===== src/rtl/uart_fifo_if.sv =====
// Byte-level handshake bundle between a uart_fifo core and its user.
// master: the user (CPU or bench) that writes TX bytes and acknowledges RX bytes.
// slave : the uart_fifo core.
//   tx_data/tx_wr          -> push a byte into the TX FIFO
//   tx_busy/tx_full        <- TX FIFO or shifter active / TX FIFO full
//   rx_data/rx_error       <- head of RX FIFO and its error tag
//   rx_avail/rx_ack        <- RX FIFO non-empty / -> pop RX head
//   rx_overrun/rx_level    <- sticky drop flag / RX FIFO occupancy
interface uart_fifo_if #(
    parameter int unsigned fifo_depth_log2 = 4
);
    logic [7:0]               tx_data;
    logic                     tx_wr;
    logic                     tx_busy;
    logic                     tx_full;
    logic [7:0]               rx_data;
    logic                     rx_avail;
    logic                     rx_ack;
    logic                     rx_error;
    logic                     rx_overrun;
    logic [fifo_depth_log2:0] rx_level;

    modport master (
        output tx_data, tx_wr, rx_ack,
        input  tx_busy, tx_full, rx_data, rx_avail, rx_error, rx_overrun, rx_level
    );

    modport slave (
        input  tx_data, tx_wr, rx_ack,
        output tx_busy, tx_full, rx_data, rx_avail, rx_error, rx_overrun, rx_level
    );
endinterface


===== src/rtl/uart_fifo.sv =====
// UART with configurable frame format and a FIFO in each direction.
// Ports:
//   clk       system clock
//   reset_n   asynchronous active-low reset
//   uart_rxd  serial input, idle high
//   uart_txd  serial output, idle high
//   bus       byte handshake (slave side of uart_fifo_if)
// RX FIFO entries carry {error, data}; error = frame or parity error on that byte.
module uart_fifo #(
    parameter int unsigned freq_hz         = 50000000,
    parameter int unsigned baud            = 115200,
    parameter int unsigned data_bits       = 8,
    parameter int unsigned parity          = 0,
    parameter int unsigned stop_bits       = 1,
    parameter int unsigned fifo_depth_log2 = 4
) (
    input  logic       clk,
    input  logic       reset_n,
    input  logic       uart_rxd,
    output logic       uart_txd,
    uart_fifo_if.slave bus
);
    localparam int unsigned DivRaw      = freq_hz / (baud * 16);
    localparam int unsigned Div         = (DivRaw < 1) ? 1 : DivRaw;
    localparam int unsigned DivW        = (Div > 1) ? $clog2(Div) : 1;
    localparam int unsigned Aw          = fifo_depth_log2;
    localparam int unsigned Depth       = 2 ** fifo_depth_log2;
    localparam logic [7:0]  DataMask    = 8'((1 << data_bits) - 1);
    localparam logic [2:0]  LastDataBit = 3'(data_bits - 1);
    localparam logic [2:0]  LastStopBit = 3'(stop_bits - 1);
    localparam logic        OddPar      = (parity == 1);

    // ---------------------------------------------------------------- tick generator
    logic [DivW-1:0] tick_cnt;
    logic            tick;

    assign tick = (tick_cnt == DivW'(Div - 1));

    always_ff @(posedge clk or negedge reset_n) begin
        if (!reset_n)  tick_cnt <= '0;
        else if (tick) tick_cnt <= '0;
        else           tick_cnt <= tick_cnt + 1'b1;
    end

    // ---------------------------------------------------------------- TX FIFO
    logic [7:0]  tx_mem [Depth];
    logic [Aw:0] tx_wptr, tx_rptr;
    logic        tx_empty, tx_full, tx_push, tx_pop;
    logic [7:0]  tx_head;

    assign tx_empty = (tx_wptr == tx_rptr);
    assign tx_full  = (tx_wptr[Aw] != tx_rptr[Aw]) && (tx_wptr[Aw-1:0] == tx_rptr[Aw-1:0]);
    assign tx_push  = bus.tx_wr && !tx_full;
    assign tx_head  = tx_mem[tx_rptr[Aw-1:0]];

    always_ff @(posedge clk) begin
        if (tx_push) tx_mem[tx_wptr[Aw-1:0]] <= bus.tx_data & DataMask;
    end

    always_ff @(posedge clk or negedge reset_n) begin
        if (!reset_n)     tx_wptr <= '0;
        else if (tx_push) tx_wptr <= tx_wptr + 1'b1;
    end

    // ---------------------------------------------------------------- TX FSM
    typedef enum logic [2:0] {TxIdle, TxStart, TxData, TxParity, TxStop} tx_state_e;

    tx_state_e  tx_state;
    logic [3:0] tx_sub;
    logic [2:0] tx_bit;
    logic [7:0] tx_shift;
    logic       tx_par;
    logic       txd;

    // A byte is taken from the FIFO on the tick that starts its start bit: from IDLE, or at
    // the end of the last stop bit so consecutive frames abut.
    assign tx_pop = tick && !tx_empty &&
                    ((tx_state == TxIdle) ||
                     (tx_state == TxStop && tx_sub == 4'd15 && tx_bit == LastStopBit));

    always_ff @(posedge clk or negedge reset_n) begin
        if (!reset_n) begin
            tx_state <= TxIdle;
            tx_rptr  <= '0;
            tx_sub   <= '0;
            tx_bit   <= '0;
            tx_shift <= '0;
            tx_par   <= 1'b0;
            txd      <= 1'b1;
        end else begin
            if (tx_pop) begin
                tx_rptr  <= tx_rptr + 1'b1;
                tx_shift <= tx_head;
                tx_par   <= (^tx_head) ^ OddPar;
                tx_state <= TxStart;
                tx_sub   <= '0;
                txd      <= 1'b0;
            end else if (tick) begin
                unique case (tx_state)
                    TxIdle: ;
                    TxStart: begin
                        tx_sub <= tx_sub + 1'b1;
                        if (tx_sub == 4'd15) begin
                            tx_state <= TxData;
                            tx_bit   <= '0;
                            txd      <= tx_shift[0];
                            tx_shift <= tx_shift >> 1;
                        end
                    end
                    TxData: begin
                        tx_sub <= tx_sub + 1'b1;
                        if (tx_sub == 4'd15) begin
                            if (tx_bit == LastDataBit) begin
                                tx_bit <= '0;
                                if (parity != 0) begin
                                    tx_state <= TxParity;
                                    txd      <= tx_par;
                                end else begin
                                    tx_state <= TxStop;
                                    txd      <= 1'b1;
                                end
                            end else begin
                                tx_bit   <= tx_bit + 1'b1;
                                txd      <= tx_shift[0];
                                tx_shift <= tx_shift >> 1;
                            end
                        end
                    end
                    TxParity: begin
                        tx_sub <= tx_sub + 1'b1;
                        if (tx_sub == 4'd15) begin
                            tx_state <= TxStop;
                            tx_bit   <= '0;
                            txd      <= 1'b1;
                        end
                    end
                    TxStop: begin
                        tx_sub <= tx_sub + 1'b1;
                        if (tx_sub == 4'd15) begin
                            // Non-empty FIFO at this point was handled by tx_pop above.
                            if (tx_bit == LastStopBit) tx_state <= TxIdle;
                            else                       tx_bit   <= tx_bit + 1'b1;
                        end
                    end
                    default: tx_state <= TxIdle;
                endcase
            end
        end
    end

    assign uart_txd    = txd;
    assign bus.tx_busy = !tx_empty || (tx_state != TxIdle);
    assign bus.tx_full = tx_full;

    // ---------------------------------------------------------------- RX synchroniser
    logic rx_meta, rx_sync, rx_prev;

    always_ff @(posedge clk or negedge reset_n) begin
        if (!reset_n) begin
            rx_meta <= 1'b1;
            rx_sync <= 1'b1;
            rx_prev <= 1'b1;
        end else begin
            rx_meta <= uart_rxd;
            rx_sync <= rx_meta;
            rx_prev <= rx_sync;
        end
    end

    // ---------------------------------------------------------------- RX FSM
    typedef enum logic [2:0] {RxIdle, RxStart, RxData, RxParity, RxStop} rx_state_e;

    rx_state_e  rx_state;
    logic [3:0] rx_sub;
    logic [2:0] rx_bit;
    logic [7:0] rx_shift;
    logic       rx_perr;
    logic       rx_push;
    logic [8:0] rx_word;

    // rx_sub runs freely once a start edge is seen; every bit is sampled when it reaches 8,
    // and the state advances at that same point, so the next sample lands one bit later.
    always_ff @(posedge clk or negedge reset_n) begin
        if (!reset_n) begin
            rx_state <= RxIdle;
            rx_sub   <= '0;
            rx_bit   <= '0;
            rx_shift <= '0;
            rx_perr  <= 1'b0;
            rx_push  <= 1'b0;
            rx_word  <= '0;
        end else begin
            rx_push <= 1'b0;
            if (rx_state == RxIdle) begin
                if (rx_prev && !rx_sync) begin
                    rx_state <= RxStart;
                    rx_sub   <= '0;
                end
            end else if (tick) begin
                rx_sub <= rx_sub + 1'b1;
                if (rx_sub == 4'd7) begin
                    case (rx_state)
                        RxStart: begin
                            if (rx_sync) begin
                                rx_state <= RxIdle;     // glitch, not a start bit
                            end else begin
                                rx_state <= RxData;
                                rx_bit   <= '0;
                                rx_shift <= '0;
                                rx_perr  <= 1'b0;
                            end
                        end
                        RxData: begin
                            rx_shift[rx_bit] <= rx_sync;
                            if (rx_bit == LastDataBit) begin
                                rx_state <= (parity != 0) ? RxParity : RxStop;
                            end else begin
                                rx_bit <= rx_bit + 1'b1;
                            end
                        end
                        RxParity: begin
                            rx_perr  <= (rx_sync != ((^rx_shift) ^ OddPar));
                            rx_state <= RxStop;
                        end
                        RxStop: begin
                            rx_push  <= 1'b1;
                            rx_word  <= {rx_perr | !rx_sync, rx_shift};
                            rx_state <= RxIdle;
                        end
                        default: rx_state <= RxIdle;
                    endcase
                end
            end
        end
    end

    // ---------------------------------------------------------------- RX FIFO
    logic [8:0]  rx_mem [Depth];
    logic [Aw:0] rx_wptr, rx_rptr;
    logic        rx_empty, rx_full, rx_pop, rx_wr;
    logic [8:0]  rx_head;
    logic        rx_overrun;

    assign rx_empty = (rx_wptr == rx_rptr);
    assign rx_full  = (rx_wptr[Aw] != rx_rptr[Aw]) && (rx_wptr[Aw-1:0] == rx_rptr[Aw-1:0]);
    assign rx_pop   = bus.rx_ack && !rx_empty;
    // A pop in the same cycle frees the slot, so a push into a full FIFO still lands.
    assign rx_wr    = rx_push && (!rx_full || rx_pop);
    assign rx_head  = rx_mem[rx_rptr[Aw-1:0]];

    always_ff @(posedge clk) begin
        if (rx_wr) rx_mem[rx_wptr[Aw-1:0]] <= rx_word;
    end

    always_ff @(posedge clk or negedge reset_n) begin
        if (!reset_n) begin
            rx_wptr    <= '0;
            rx_rptr    <= '0;
            rx_overrun <= 1'b0;
        end else begin
            if (rx_wr)  rx_wptr <= rx_wptr + 1'b1;
            if (rx_pop) rx_rptr <= rx_rptr + 1'b1;
            if (rx_push && !rx_wr) rx_overrun <= 1'b1;
            else if (bus.rx_ack)   rx_overrun <= 1'b0;
        end
    end

    assign bus.rx_avail   = !rx_empty;
    assign bus.rx_data    = rx_empty ? 8'h00 : rx_head[7:0];
    assign bus.rx_error   = rx_empty ? 1'b0 : rx_head[8];
    assign bus.rx_overrun = rx_overrun;
    assign bus.rx_level   = rx_wptr - rx_rptr;
endmodule


===== src/flat_wrapper.sv =====
// flat-port wrapper written by rule: the top's interface ports become plain ports
module uart_fifo_flat 
#(
    parameter int unsigned freq_hz         = 50000000,
    parameter int unsigned baud            = 115200,
    parameter int unsigned data_bits       = 8,
    parameter int unsigned parity          = 0,
    parameter int unsigned stop_bits       = 1,
    parameter int unsigned fifo_depth_log2 = 4
)
  (clk, reset_n, uart_rxd, uart_txd, bus_tx_data, bus_tx_wr, bus_rx_ack, bus_tx_busy, bus_tx_full, bus_rx_data, bus_rx_avail, bus_rx_error, bus_rx_overrun, bus_rx_level);
  uart_fifo_if #(.fifo_depth_log2(fifo_depth_log2)) bus_i ();
  input  logic clk;
  input  logic reset_n;
  input  logic uart_rxd;
  output logic uart_txd;
  input wire logic [$bits(bus_i.tx_data)-1:0] bus_tx_data;
  input wire logic [$bits(bus_i.tx_wr)-1:0] bus_tx_wr;
  input wire logic [$bits(bus_i.rx_ack)-1:0] bus_rx_ack;
  output wire logic [$bits(bus_i.tx_busy)-1:0] bus_tx_busy;
  output wire logic [$bits(bus_i.tx_full)-1:0] bus_tx_full;
  output wire logic [$bits(bus_i.rx_data)-1:0] bus_rx_data;
  output wire logic [$bits(bus_i.rx_avail)-1:0] bus_rx_avail;
  output wire logic [$bits(bus_i.rx_error)-1:0] bus_rx_error;
  output wire logic [$bits(bus_i.rx_overrun)-1:0] bus_rx_overrun;
  output wire logic [$bits(bus_i.rx_level)-1:0] bus_rx_level;
  assign bus_i.tx_data = bus_tx_data;
  assign bus_i.tx_wr = bus_tx_wr;
  assign bus_i.rx_ack = bus_rx_ack;
  assign bus_tx_busy = bus_i.tx_busy;
  assign bus_tx_full = bus_i.tx_full;
  assign bus_rx_data = bus_i.rx_data;
  assign bus_rx_avail = bus_i.rx_avail;
  assign bus_rx_error = bus_i.rx_error;
  assign bus_rx_overrun = bus_i.rx_overrun;
  assign bus_rx_level = bus_i.rx_level;
  uart_fifo #(.freq_hz(freq_hz), .baud(baud), .data_bits(data_bits), .parity(parity), .stop_bits(stop_bits), .fifo_depth_log2(fifo_depth_log2)) u_core (.clk(clk), .reset_n(reset_n), .uart_rxd(uart_rxd), .uart_txd(uart_txd), .bus(bus_i));
endmodule

===== config.mk =====
export PLATFORM = sky130hd
export DESIGN_NAME = uart_fifo_flat
export DESIGN_NICKNAME = d
export VERILOG_FILES = /design/src/rtl/uart_fifo_if.sv /design/src/rtl/uart_fifo.sv /design/src/flat_wrapper.sv
export SDC_FILE = /design/constraint.sdc
export NUM_CORES = 1
export LEC_CHECK = 0
export BUFFER_PORTS_ARGS = -buffer_cell sky130_fd_sc_hd__buf_2
export CORE_MARGIN = 2
export CORE_UTILIZATION = 50
export DETAILED_ROUTE_END_ITERATION = 10
export PLACE_DENSITY = 0.7
export RECOVER_POWER = 25
export SETUP_SLACK_MARGIN = 0.02
export SYNTH_ARGS = -nofsm -noshare
export SYNTH_HDL_FRONTEND = slang
export SYNTH_SLANG_ARGS = --single-unit

===== constraint.sdc =====
create_clock -name clk -period 5.9 [get_ports clk]
set_input_delay 1.18 -clock clk [delete_from_list [all_inputs] [get_ports clk]]
set_output_delay 1.18 -clock clk [all_outputs]
set_load 0.1 [all_outputs]

# Yosys cells after proc, flatten, opt, wreduce, memory -nomap -nowiden
# Memories as Yosys holds them, arrays and structs flattened.
# Index checks and enable logic that the tools add are counted.
classes:
  addsub: 10
  magnitude_cmp: 2
  eq_ne: 36
  muxes: 64
  n_bitwise: 3
  n_reduce_logical: 49
ops:
  columns: ["op", "n"]
  rows:
  - ["2-to-1 mux 3 bit", 20]
  - ["2-to-1 mux 8 bit", 7]
  - ["one-hot mux 8 bit (2 select lines)", 2]
  - ["adder 5 x 1 -> 5 bit (second input constant)", 5]
  - ["2-to-1 mux 4 bit", 6]
  - ["AND reduction 5 bit", 4]
  - ["2-to-1 mux 1 bit", 19]
  - ["one-hot mux 3 bit (3 select lines)", 2]
  - ["inequality test 3 x 1 -> 1 bit (second input constant)", 5]
  - ["one-hot mux 3 bit (5 select lines)", 1]
  - ["nonzero test 2 bit", 7]
  - ["== test 3 x 2 -> 1 bit (second input constant)", 4]
  - ["== test 3 bit (second input constant)", 4]
  - ["logical AND 1 bit", 12]
  - ["== test 5 bit", 2]
  - ["inequality test 2 bit (second input constant)", 5]
  - ["zero test 3 bit", 3]
  - ["inequality test 3 x 2 -> 1 bit (second input constant)", 3]
  - ["nonzero test 3 bit", 3]
  - ["adder 4 x 1 -> 4 bit (second input constant)", 2]
  - ["bitwise mux 8 bit", 1]
  - ["== test 4 bit", 2]
  - ["AND reduction 4 bit", 2]
  - ["AND reduction 8 bit", 1]
  - ["other kinds (27)", 42]
word_totals:
  ff_bits: 77
  mem_bits_rw: 272
  n_memories: 2
mem_list:
  columns: ["name", "depth", "word_bits", "rd", "rd_ports_with_merged_regs", "wr", "line", "rtl"]
  rows:
  - ["u_core.rx_mem", 16, 9, 1, 0, 1, "uart_fifo.sv:238", "logic [8:0] rx_mem [Depth];"]
  - ["u_core.tx_mem", 16, 8, 1, 0, 1, "uart_fifo.sv:46", "logic [7:0] tx_mem [Depth];"]

# Logic depth before layout (Yosys ltp)
# Gate-level depths: netlist of run 1.
depth:
  depth_word: 8
  depth_mapped: 9

# Least setup slack after synthesis of run 1
# OpenSTA, ideal clock, no wires.
synth_timing:
  kind: "register to output"
  start: "register u_core.rx_rptr[1]"
  end: "output bus_rx_data[0]"
  arrival_time_ns: 3.054
  required_time_ns: 4.720
  path_slack_ns: 1.666
  stages_incl_launch_ff: 9
  path_buffers: 3
  cell_sequence: "dfrtp_1 > buf_2 > buf_1 > inv_2 > ha_1 > nand4_1 > nor2_1 > clkbuf_1 > nor2b_1"
synth_between:
  elab_chain_len: 2
  word_cells_on_any_way: 3
  classes_between: "1 x eq/ne; 1 x mux; 1 x memory"
synth_lines:
  columns: ["item", "line", "rtl"]
  rows:
  - ["start, declared", "uart_fifo.sv:239", "logic [Aw:0] rx_wptr, rx_rptr;"]
  - ["start signal, assigned", "uart_fifo.sv:262", "if (rx_pop) rx_rptr <= rx_rptr + 1'b1;"]
  - ["memory read (16 x 9 bit) or == test 5 bit (tied branches)", null, null]
  - ["2-to-1 mux 8 bit (*)", "uart_fifo.sv:269", "assign bus.rx_data = rx_empty ? 8'h00 : rx_head[7:0];"]
  - ["end, declared", "flat_wrapper.sv:22", "output wire logic [$bits(bus_i.rx_data)-1:0] bus_rx_data;"]
# Every way passes the cells marked *; elsewhere a longest branch is shown, timed or not.

# Final worst setup path of run 1
layout_timing:
  start: "register u_core.rx_rptr[0]"
  end: "output bus_rx_data[6]"
# Same word-level chain as after synthesis.

==> flow_summary.rst, run 1 <==
.. list-table::
   :header-rows: 1

   * - Metric
     - Value
   * - Result of the run
     - finished clean
   * - Number of enable-type register cells in the synthesized netlist
     - 272
   * - Fill cell instance count of the final layout
     - 2163
   * - RSZ-0062 raised after global routing
     - false
   * - Number of nets in the synthesized netlist
     - 868
   * - Clock insertion delay at the later pin of the skew report
     - 520 ps
   * - Static leakage power
     - 6.06 nW
   * - Die boundary width
     - 174 um
   * - Max-Cap Viols
     - 0
   * - Count of cells resized by post-cts repair
     - 0
   * - Clock transition at the registers of the reported paths
     - 60 ps
   * - Launching element type of the critical path
     - register
   * - Worst voltage drop across the vdd grid
     - 239 uV
   * - Most instantiated flip-flop cell in the synthesis netlist
     - sky130_fd_sc_hd__edfxtp_1
   * - CTS Buffer Depth
     - 3
   * - Global-route track usage on met3
     - 3.06%
   * - Antenna violations before repair
     - 0
   * - Final layout net count
     - 910
   * - Top library cells by usage in the layout, fill and taps aside
     - sky130_fd_sc_hd__edfxtp_1 (272), sky130_fd_sc_hd__mux4_2 (76), sky130_fd_sc_hd__dfrtp_1 (72)
   * - Detailed-route via count
     - 7360
   * - CP max FO
     - 22
   * - Endpoint class of the critical path
     - output port
   * - GP Congestion
     - 0.795
   * - Summed instance area of the synthesized netlist
     - 0.0145 sq mm
   * - Maximum number of pins on one net before global-route repair
     - 78
   * - Power per cell area
     - 379 mW/mm^2
   * - Die outline area
     - 0.0304 sq mm
   * - Worst Hold Launch
     - u_core.rx_meta$_DFF_PN1_
   * - Launch point of the worst reg-to-reg path
     - u_core.rx_rptr[2]$_DFFE_PN0P_
   * - Critical path type
     - reg -> out
   * - Chip Height
     - 174 um
   * - GRT Resource Usage Total
     - 18.6%
   * - Final routed wirelength across all metal layers
     - 27.4 mm
   * - Count of endpoints failing setup in the final report
     - 0
   * - Flip-flop and latch area
     - 0.0101 sq mm
   * - #FFs+latches synth
     - 349
   * - Total clock buffers created by CTS
     - 37
   * - Final-layout setup total negative slack
     - 0 ps
   * - Fin crit share
     - 76.4%
   * - GR Util met2
     - 31.0%
   * - DRT antenna net count
     - 0
   * - Endpoint required time on the critical path
     - 4720 ps
   * - Critical path launch point
     - u_core.rx_rptr[0]$_DFFE_PN0P_
   * - Maximum achievable frequency
     - 0.222 GHz
   * - Most common cell after layout, fill and taps aside
     - sky130_fd_sc_hd__edfxtp_1
   * - Average cell area after synthesis
     - 17.5 sq um
   * - Deepest level of the CTS H-tree
     - 2
   * - Average via count per standard cell
     - 5.73
   * - Total number of yosys warnings
     - 0
   * - Remaining global-route overflow
     - 0
   * - Core region area
     - 0.0286 sq mm
   * - Iter 0 DRT Violations
     - 653
   * - Slew at the pin closest to its max-slew limit
     - 988 ps
   * - Data arrival time of the worst path
     - 3330 ps
   * - Detail-routed net length per standard cell
     - 21.3 um
   * - Area growth from synthesis to final layout
     - 11.3%
   * - Io pins
     - 32
   * - Final Max Slew Viols
     - 0
   * - Buffers inserted by post-CTS timing repair
     - 0
   * - Sink Count
     - 349
   * - Master cell of the clock root buffer
     - sky130_fd_sc_hd__clkbuf_16
   * - Slack of the worst reg-to-reg path
     - 2900 ps
   * - # DRC
     - 0
   * - GRT busiest layer
     - met2
   * - Total Power Consumption
     - 0.00612 W
   * - Hold-fix buffer count after cts
     - 0
   * - Final period demand of the worst path
     - 4510 ps
   * - Multi-input logic area
     - 0.00416 sq mm
   * - CTS tree
     - built
   * - Placement row count
     - 62
   * - Final count of hold timing violations
     - 0
   * - Distinct cells, synth
     - 62
   * - Worst Hold Class
     - reg -> reg
   * - Synthesized instance count
     - 831
   * - First-pass GRT wire length
     - 43.2 mm
   * - Starting density of the core
     - 50.7%
   * - Share of final-layout standard cells stronger than drive strength 1
     - 19.9%
   * - DPL Wire Length
     - 16.6 mm
   * - Port Buffers
     - 31
   * - Routing usage on met1
     - 25.7%
   * - Sequential area share after synthesis
     - 69.6%
   * - Number of antenna repair diodes
     - 0
   * - Worst slew margin relative to its limit
     - 34.1%
   * - Setup Skew
     - 22.8 ps
   * - Via count of the first global-routing pass
     - 7499
   * - Drt pass-1 iters
     - 5
   * - Share of flip-flops with an asynchronous set or reset after synthesis
     - 22.1%
==> cells by family (layout without fill, tap and decap cells) <==
family,Yosys count,after routing,synth area share (%)
buf+inv,57,127,1.83
flops,349,349,69.6
mux,96,96,13.3
xor+xnor,40,40,2.41
compound gates,99,99,4.45
simple gates,166,166,6.38
fa+ha+maj,24,24,2.12
==> state kept, by name, summed over array words and instances (netlist names), 8 cells and up <==
name	cells
u_core.tx_mem	128
u_core.rx_shift	8
u_core.rx_word	9
u_core.rx_mem	144
u_core.tx_shift	8
==> synthesized netlist by cell type, drive strengths merged, types with 2 or more instances <==
cell / instances / area share, %
a211oi: 3 / 0.16
xnor2: 31 / 1.9
a211o: 2 / 0.12
o21ai: 40 / 1.4
o21a: 2 / 0.10
buf: 21 / 0.88
dfstp: 4 / 0.72
dfrtp: 73 / 13
a221o: 5 / 0.34
nor3b: 3 / 0.16
a21oi: 11 / 0.38
a31oi: 6 / 0.26
and2: 18 / 0.78
edfxtp: 272 / 56
and3: 16 / 0.69
nor2: 36 / 0.93
o31ai: 3 / 0.16
o22ai: 12 / 0.52
nor3: 16 / 0.66
clkbuf: 13 / 0.35
mux2i: 8 / 0.55
nand4: 10 / 0.43
a22o: 5 / 0.30
nand3b: 2 / 0.10
ha: 23 / 2.0
nand3: 4 / 0.17
nand2: 25 / 0.65
or2: 2 / 0.086
xor2: 9 / 0.54
inv: 23 / 0.59
nand2b: 9 / 0.39
a21o: 3 / 0.16
nor4: 3 / 0.23
mux4: 76 / 12
nand4b: 3 / 0.22
mux2: 12 / 0.93
nor2b: 16 / 0.69
==> final cells by class <==
class,instances,area share [%]
clock inverter,16,0.859
sequential,349,62.5
timing repair buffer,37,1.21
multi-input combinational,425,25.7
inverter,23,0.534
tap,384,2.97
clock buffer,51,6.24
==> critical path: stages (launching register included) <==
cell                      delay, ps
sky130_fd_sc_hd__dfrtp_2        780
sky130_fd_sc_hd__buf_4          500
sky130_fd_sc_hd__mux4_2         570
sky130_fd_sc_hd__mux4_2         470
sky130_fd_sc_hd__nor2b_1        140
sky130_fd_sc_hd__buf_2          330
==> routing by layer <==
metal	share of wire, %	wire, um
met1	43	11700
met2	51	13800
met3	4.9	1340
met4	1.8	503
met5	0	0
==> path summary, 6_finish.rpt <==
check,end,cells after the start
worst max-delay path,bus_rx_data[6],5
max in group asynchronous,u_core.rx_rptr[0]$_DFFE_PN0P_,1
worst min register to register,u_core.rx_sync$_DFF_PN1_,0
worst max register to register,u_core.rx_mem[15][5]$_DFFE_PP_,6
worst min-delay path,u_core.rx_sync$_DFF_PN1_,0
min in group asynchronous,u_core.tick_cnt[4]$_DFF_PN0_,1
==> metrics by stage <==
stage               hold slack, ps  setup WS (ps)  cell area, sq um  cells  util (%)
floorplan                      345           1670             14500    831         -
global placement               358           1920             15000   1218      52.5
detailed placement             358           1880             15000   1218      52.5
CTS                            366           1320             16200   1285      56.5
global route                   377           1170             16200   1285      56.5
finish                         372           1390             16200   1285      56.5
==> power by group <==
part	switching, W	leakage [nW]	internal [W]
Combinational	0.000639	1.69	0.000353
Clock	0.000902	0.560	0.00129
Sequential	0.000149	3.81	0.00279
Note: power is estimated with default switching activity, not from simulation.
==> run 2, diff against run 1 <==
Clock period 5.9 ns to 4.5 ns, I/O delays scaled along.
==> flow_summary.rst, run 2 (synthesis gave the netlist of run 1 again) <==
.. list-table::
   :header-rows: 1

   * - Metric
     - Value
   * - Final count of hold timing violations
     - 0
   * - Placement row count
     - 62
   * - Fin crit share
     - 88.7%
   * - Result of the run
     - finished clean
   * - Slew at the pin closest to its max-slew limit
     - 974 ps
   * - Maximum achievable frequency
     - 0.250 GHz
   * - Count of endpoints failing setup in the final report
     - 0
   * - Master cell of the clock root buffer
     - sky130_fd_sc_hd__clkbuf_16
   * - Hold-fix buffer count after cts
     - 0
   * - Number of antenna repair diodes
     - 0
   * - Port Buffers
     - 31
   * - Die boundary width
     - 174 um
   * - Chip Height
     - 174 um
   * - Power per cell area
     - 493 mW/mm^2
   * - Setup Skew
     - 35.9 ps
   * - RSZ-0062 raised after global routing
     - false
   * - Area growth from synthesis to final layout
     - 11.3%
   * - Hold path depth
     - 0
   * - Final period demand of the worst path
     - 3990 ps
   * - GRT Resource Usage Total
     - 18.8%
   * - Combinational cell fraction of total power
     - 16.3%
   * - Core region area
     - 0.0286 sq mm
   * - Static leakage power
     - 6.06 nW
   * - Detail-routed net length per standard cell
     - 21.4 um
   * - Die outline area
     - 0.0304 sq mm
   * - DPL Wire Length
     - 17.2 mm
   * - Most common cell after layout, fill and taps aside
     - sky130_fd_sc_hd__edfxtp_1
   * - Final-layout setup total negative slack
     - 0 ps
   * - Data arrival time of the worst path
     - 3090 ps
   * - CP max FO
     - 15
   * - Sw Share
     - 27.9%
   * - # DRC
     - 0
   * - Starting density of the core
     - 50.7%
   * - GP Congestion
     - 0.787
   * - Power spent charging and discharging nets
     - 0.00223 W
   * - Clock insertion delay at the later pin of the skew report
     - 530 ps
   * - Drt pass-1 iters
     - 5
   * - Clock transition at the registers of the reported paths
     - 60 ps
   * - DRT antenna net count
     - 0
   * - Worst Hold Class
     - reg -> reg
   * - DP Area
     - 0.0150 sq mm
   * - Average via count per standard cell
     - 5.77
   * - Flop pwr share
     - 48.4%
   * - CTS tree
     - built
   * - Launching element type of the critical path
     - register
   * - Flip-flop count of the largest register after layout
     - 144
   * - Clock group share of total power
     - 35.3%
   * - Endpoint required time on the critical path
     - 3600 ps
   * - Final layout net count
     - 911
   * - Total clock buffers created by CTS
     - 36
   * - CTS Buffer Depth
     - 3
   * - Buffers inserted by post-CTS timing repair
     - 0
   * - Sink Count
     - 349
   * - First-pass GRT wire length
     - 44.0 mm
   * - Internal power summed over all cells
     - 0.00574 W
   * - Final Max Slew Viols
     - 0
   * - Iter 0 DRT Violations
     - 694
   * - Deepest level of the CTS H-tree
     - 2
   * - Share of final-layout standard cells stronger than drive strength 1
     - 19.7%
   * - Worst voltage drop across the vdd grid
     - 417 uV
   * - Top library cells by usage in the layout, fill and taps aside
     - sky130_fd_sc_hd__edfxtp_1 (272), sky130_fd_sc_hd__mux4_2 (76), sky130_fd_sc_hd__dfrtp_1 (72)
   * - Detailed-route via count
     - 7417
   * - Depth of the worst register-to-register path
     - 6
   * - Final routed wirelength across all metal layers
     - 27.5 mm
   * - Max-Cap Viols
     - 0
   * - Worst slew margin relative to its limit
     - 35.1%
   * - Io pins
     - 32
   * - Non-Filler Cell Area, Final
     - 0.0162 sq mm
   * - Antenna violations before repair
     - 0
   * - Critical path type
     - reg -> out
   * - Endpoint class of the critical path
     - output port
   * - Remaining global-route overflow
     - 0
   * - Count of cells resized by post-cts repair
     - 0
   * - Maximum number of pins on one net before global-route repair
     - 78
   * - Via count of the first global-routing pass
     - 7533
run 2: cell types whose count changed in the layout (fill, tap and decap cells not counted), moves of 2 or more:
cell,before,now
sky130_fd_sc_hd__clkinvlp_4,2,0
sky130_fd_sc_hd__buf_4,7,9
sky130_fd_sc_hd__bufinv_16,2,0
sky130_fd_sc_hd__buf_2,25,22
sky130_fd_sc_hd__clkbuf_8,3,7
run 2: power by group through the flow:
stage	Combinational, W	Clock (W)	Sequential (W)
final	0.00130	0.00281	0.00385
after global routing	0.00141	0.00300	0.00388
after CTS	0.00132	0.00286	0.00385
after detailed placement	0.00131	0	0.00392
after global placement	0.00130	0	0.00390
after floorplan	0.00114	0	0.00381
run 2: critical path, stage by stage (launching register included):
cell,delay [ps]
sky130_fd_sc_hd__dfrtp_2,670
sky130_fd_sc_hd__buf_4,380
sky130_fd_sc_hd__mux4_2,550
sky130_fd_sc_hd__mux4_2,520
sky130_fd_sc_hd__nor2b_1,150
sky130_fd_sc_hd__buf_2,290
run 2: metrics by stage:
step                power [W]  hold slack (ps)  util, %  setup slack (ps)  cells
floorplan             0.00495              345        -               546    831
global placement      0.00520              361     52.5              1070   1220
detailed placement    0.00523              356     52.5              1040   1220
CTS                   0.00804              364     56.5               456   1286
global route          0.00829              385     56.5               358   1286
finish                0.00796              372     56.5               507   1286
run 2: layer usage:
| layer | share of wire, % | GRT usage [%] | vias to the layer above |
|---|---|---|---|
| met5 | 0 | 0 | - |
| met4 | 2.0 | 4.80 | 0 |
| met3 | 4.7 | 3.02 | 41 |
| met2 | 49 | 29.8 | 174 |
| met1 | 44 | 27.6 | 3849 |
| li1 | - | - | 3353 |
run 2: path summary, 6_finish.rpt:
kind / start / endpoint / slack [ps]
setup / recovery: u_core.rx_rptr[0]$_DFFE_PN0P_ / bus_rx_data[4] / 510
hold / removal: u_core.rx_meta$_DFF_PN1_ / u_core.rx_sync$_DFF_PN1_ / 370
setup reg to reg: u_core.rx_rptr[2]$_DFFE_PN0P_ / u_core.rx_mem[9][1]$_DFFE_PP_ / 1510
hold reg to reg: u_core.rx_meta$_DFF_PN1_ / u_core.rx_sync$_DFF_PN1_ / 370
max in group asynchronous: reset_n / u_core.rx_rptr[0]$_DFFE_PN0P_ / 3280
min in group asynchronous: reset_n / u_core.tx_wptr[1]$_DFFE_PN0P_ / 540
run 2: cell type report:
type	count	area, sq um
Inverter	23	86.3
Multi-Input combinational cell	425	4160
Timing Repair Buffer	39	208
Fill cell	2197	12500
Clock inverter	15	100
Sequential cell	349	10100
Clock buffer	51	1030
Tap cell	384	480
==> run 3, diff against run 2 <==
Settings changed: CELL_PAD_IN_SITES_DETAIL_PLACEMENT set to 0, CELL_PAD_IN_SITES_GLOBAL_PLACEMENT set to 1, PLACE_DENSITY 0.7 to 0.78.
==> flow_summary.rst, run 3 (synthesis gave the netlist of run 1 again) <==
.. list-table::
   :header-rows: 1

   * - Metric
     - Value
   * - Result of the run
     - finished clean
   * - Non-Filler Cell Area, Final
     - 0.0162 sq mm
   * - Buffers inserted by post-CTS timing repair
     - 0
   * - Final-layout setup total negative slack
     - 0 ps
   * - Final Max Slew Viols
     - 0
   * - Static leakage power
     - 6.06 nW
   * - Top library cells by usage in the layout, fill and taps aside
     - sky130_fd_sc_hd__edfxtp_1 (272), sky130_fd_sc_hd__mux4_2 (76), sky130_fd_sc_hd__dfrtp_1 (72)
   * - Iter 0 DRT Violations
     - 646
   * - Power per cell area
     - 496 mW/mm^2
   * - Total Power Consumption
     - 0.00802 W
   * - Final count of hold timing violations
     - 0
   * - Worst setup slack after layout
     - 572 ps
   * - Max-Cap Viols
     - 0
   * - Slew at the pin closest to its max-slew limit
     - 988 ps
   * - Final period demand of the worst path
     - 3930 ps
   * - Endpoint class of the critical path
     - output port
   * - Detail-routed net length per standard cell
     - 21.2 um
   * - CTS Buffer Depth
     - 3
   * - List of cells traversed by the critical path
     - buf_12 -> mux4_2 -> mux4_2 -> nor2b_1 -> buf_2
   * - Worst setup slack after placement
     - 1090 ps
   * - Port Buffers
     - 31
   * - GRT Resource Usage Total
     - 18.7%
   * - Starting density of the core
     - 50.7%
   * - Largest stage delay on the critical path
     - 660 ps
   * - RSZ-0062 raised after global routing
     - false
   * - Fin crit share
     - 87.3%
   * - Detailed-route via count
     - 7287
   * - Antenna violations before repair
     - 0
   * - DP Area
     - 0.0150 sq mm
   * - Hold-fix buffer count after cts
     - 0
   * - Setup Skew
     - 21.9 ps
   * - Final routed wirelength across all metal layers
     - 27.3 mm
   * - Average via count per standard cell
     - 5.67
   * - Critical Path Slowest Stage Cell
     - sky130_fd_sc_hd__dfrtp_2
   * - CTS tree
     - built
   * - Number of antenna repair diodes
     - 0
   * - # DRC
     - 0
   * - Remaining global-route overflow
     - 0
   * - Die outline area
     - 0.0304 sq mm
   * - Master cell of the clock root buffer
     - sky130_fd_sc_hd__clkbuf_16
   * - Cell occurring most often along the worst timing path
     - sky130_fd_sc_hd__mux4_2
   * - Sink Count
     - 349
   * - Data arrival time of the worst path
     - 3030 ps
   * - Via count of the first global-routing pass
     - 7542
   * - GP Congestion
     - 0.743
   * - Worst voltage drop across the vdd grid
     - 323 uV
   * - Count of cells resized by post-cts repair
     - 0
   * - Deepest level of the CTS H-tree
     - 2
   * - Most common cell after layout, fill and taps aside
     - sky130_fd_sc_hd__edfxtp_1
   * - Total clock buffers created by CTS
     - 37
   * - DRT antenna net count
     - 0
   * - Critical path type
     - reg -> out
   * - Io pins
     - 32
   * - Placement row count
     - 62
   * - Worst slew margin relative to its limit
     - 34.2%
   * - DPL Wire Length
     - 17.0 mm
   * - Die boundary width
     - 174 um
   * - Clock insertion delay at the later pin of the skew report
     - 530 ps
   * - Chip Height
     - 174 um
   * - Final layout net count
     - 911
   * - Flip-flop count of the largest register after layout
     - 144
   * - Count of endpoints failing setup in the final report
     - 0
   * - Clock transition at the registers of the reported paths
     - 60 ps
   * - CP max FO
     - 27
   * - Minimum hold slack
     - 358 ps
   * - Area growth from synthesis to final layout
     - 11.4%
   * - Core region area
     - 0.0286 sq mm
   * - Drt pass-1 iters
     - 5
   * - Maximum achievable frequency
     - 0.255 GHz
   * - Launching element type of the critical path
     - register
   * - Worst Hold Class
     - reg -> reg
   * - Share of final-layout standard cells stronger than drive strength 1
     - 19.3%
   * - Endpoint required time on the critical path
     - 3600 ps
   * - First-pass GRT wire length
     - 43.9 mm
   * - Maximum number of pins on one net before global-route repair
     - 78
==> run 3: cell count changes in the layout (fill, tap and decap cells not counted), sizes merged <==
| cell | previous run | this run |
|---|---|---|
| clkinv | 13 | 8 |
| buf | 31 | 30 |
| clkbuf | 59 | 64 |
==> run 3: worst paths after layout <==
path / startpoint / to / slack (ps) / depth (start not counted)
setup / recovery: u_core.rx_rptr[0]$_DFFE_PN0P_ / bus_rx_data[0] / 570 / 5
hold / removal: u_core.rx_meta$_DFF_PN1_ / u_core.rx_sync$_DFF_PN1_ / 360 / 0
setup reg to reg: u_core.rx_rptr[3]$_DFFE_PN0P_ / u_core.rx_mem[11][0]$_DFFE_PP_ / 1730 / 6
hold reg to reg: u_core.rx_meta$_DFF_PN1_ / u_core.rx_sync$_DFF_PN1_ / 360 / 0
max in group asynchronous: reset_n / u_core.rx_rptr[0]$_DFFE_PN0P_ / 3280 / 1
min in group asynchronous: reset_n / u_core.tick_cnt[2]$_DFF_PN0_ / 550 / 1
==> run 3: through the flow <==
step / std cells / utilization (%)
global placement: 1219 / 52.6
global route: 1285 / 56.5
detailed placement: 1219 / 52.6
floorplan: 831 / -
finish: 1285 / 56.5
CTS: 1285 / 56.5
==> run 3: worst max-delay path, delay by kind of cell, from the launching register on <==
family	cells	cell delay, ps
muxes	2	1060
buffers and inverters	2	620
and+or+nand+nor	1	140
DFF	1	660
==> run 3: routing by layer <==
layer / GRT usage, % / vias to the layer above / wire (um)
met2: 30.6 / 136 / 13600
met3: 3.04 / 45 / 1020
met5: 0 / - / 0
met1: 26.7 / 3754 / 12200
met4: 4.55 / 0 / 477
li1: - / 3352 / -
==> run 3: final cells by class <==
cell class / instances / area [sq um]
Sequential cell: 349 / 10100
Fill cell: 2176 / 12500
Timing Repair Buffer: 38 / 213
Clock inverter: 10 / 77.6
Clock buffer: 56 / 1060
Tap cell: 384 / 480
Multi-Input combinational cell: 425 / 4160
Inverter: 23 / 86.3
==> run 3: report_power, final <==
group,leakage (nW),switching [W],total [W],internal [W]
clock network,0.557,0.00121,0.00285,0.00164
logic,1.69,0.000867,0.00135,0.000479
registers,3.81,0.000164,0.00383,0.00366
total,6.06,0.00224,0.00802,0.00578
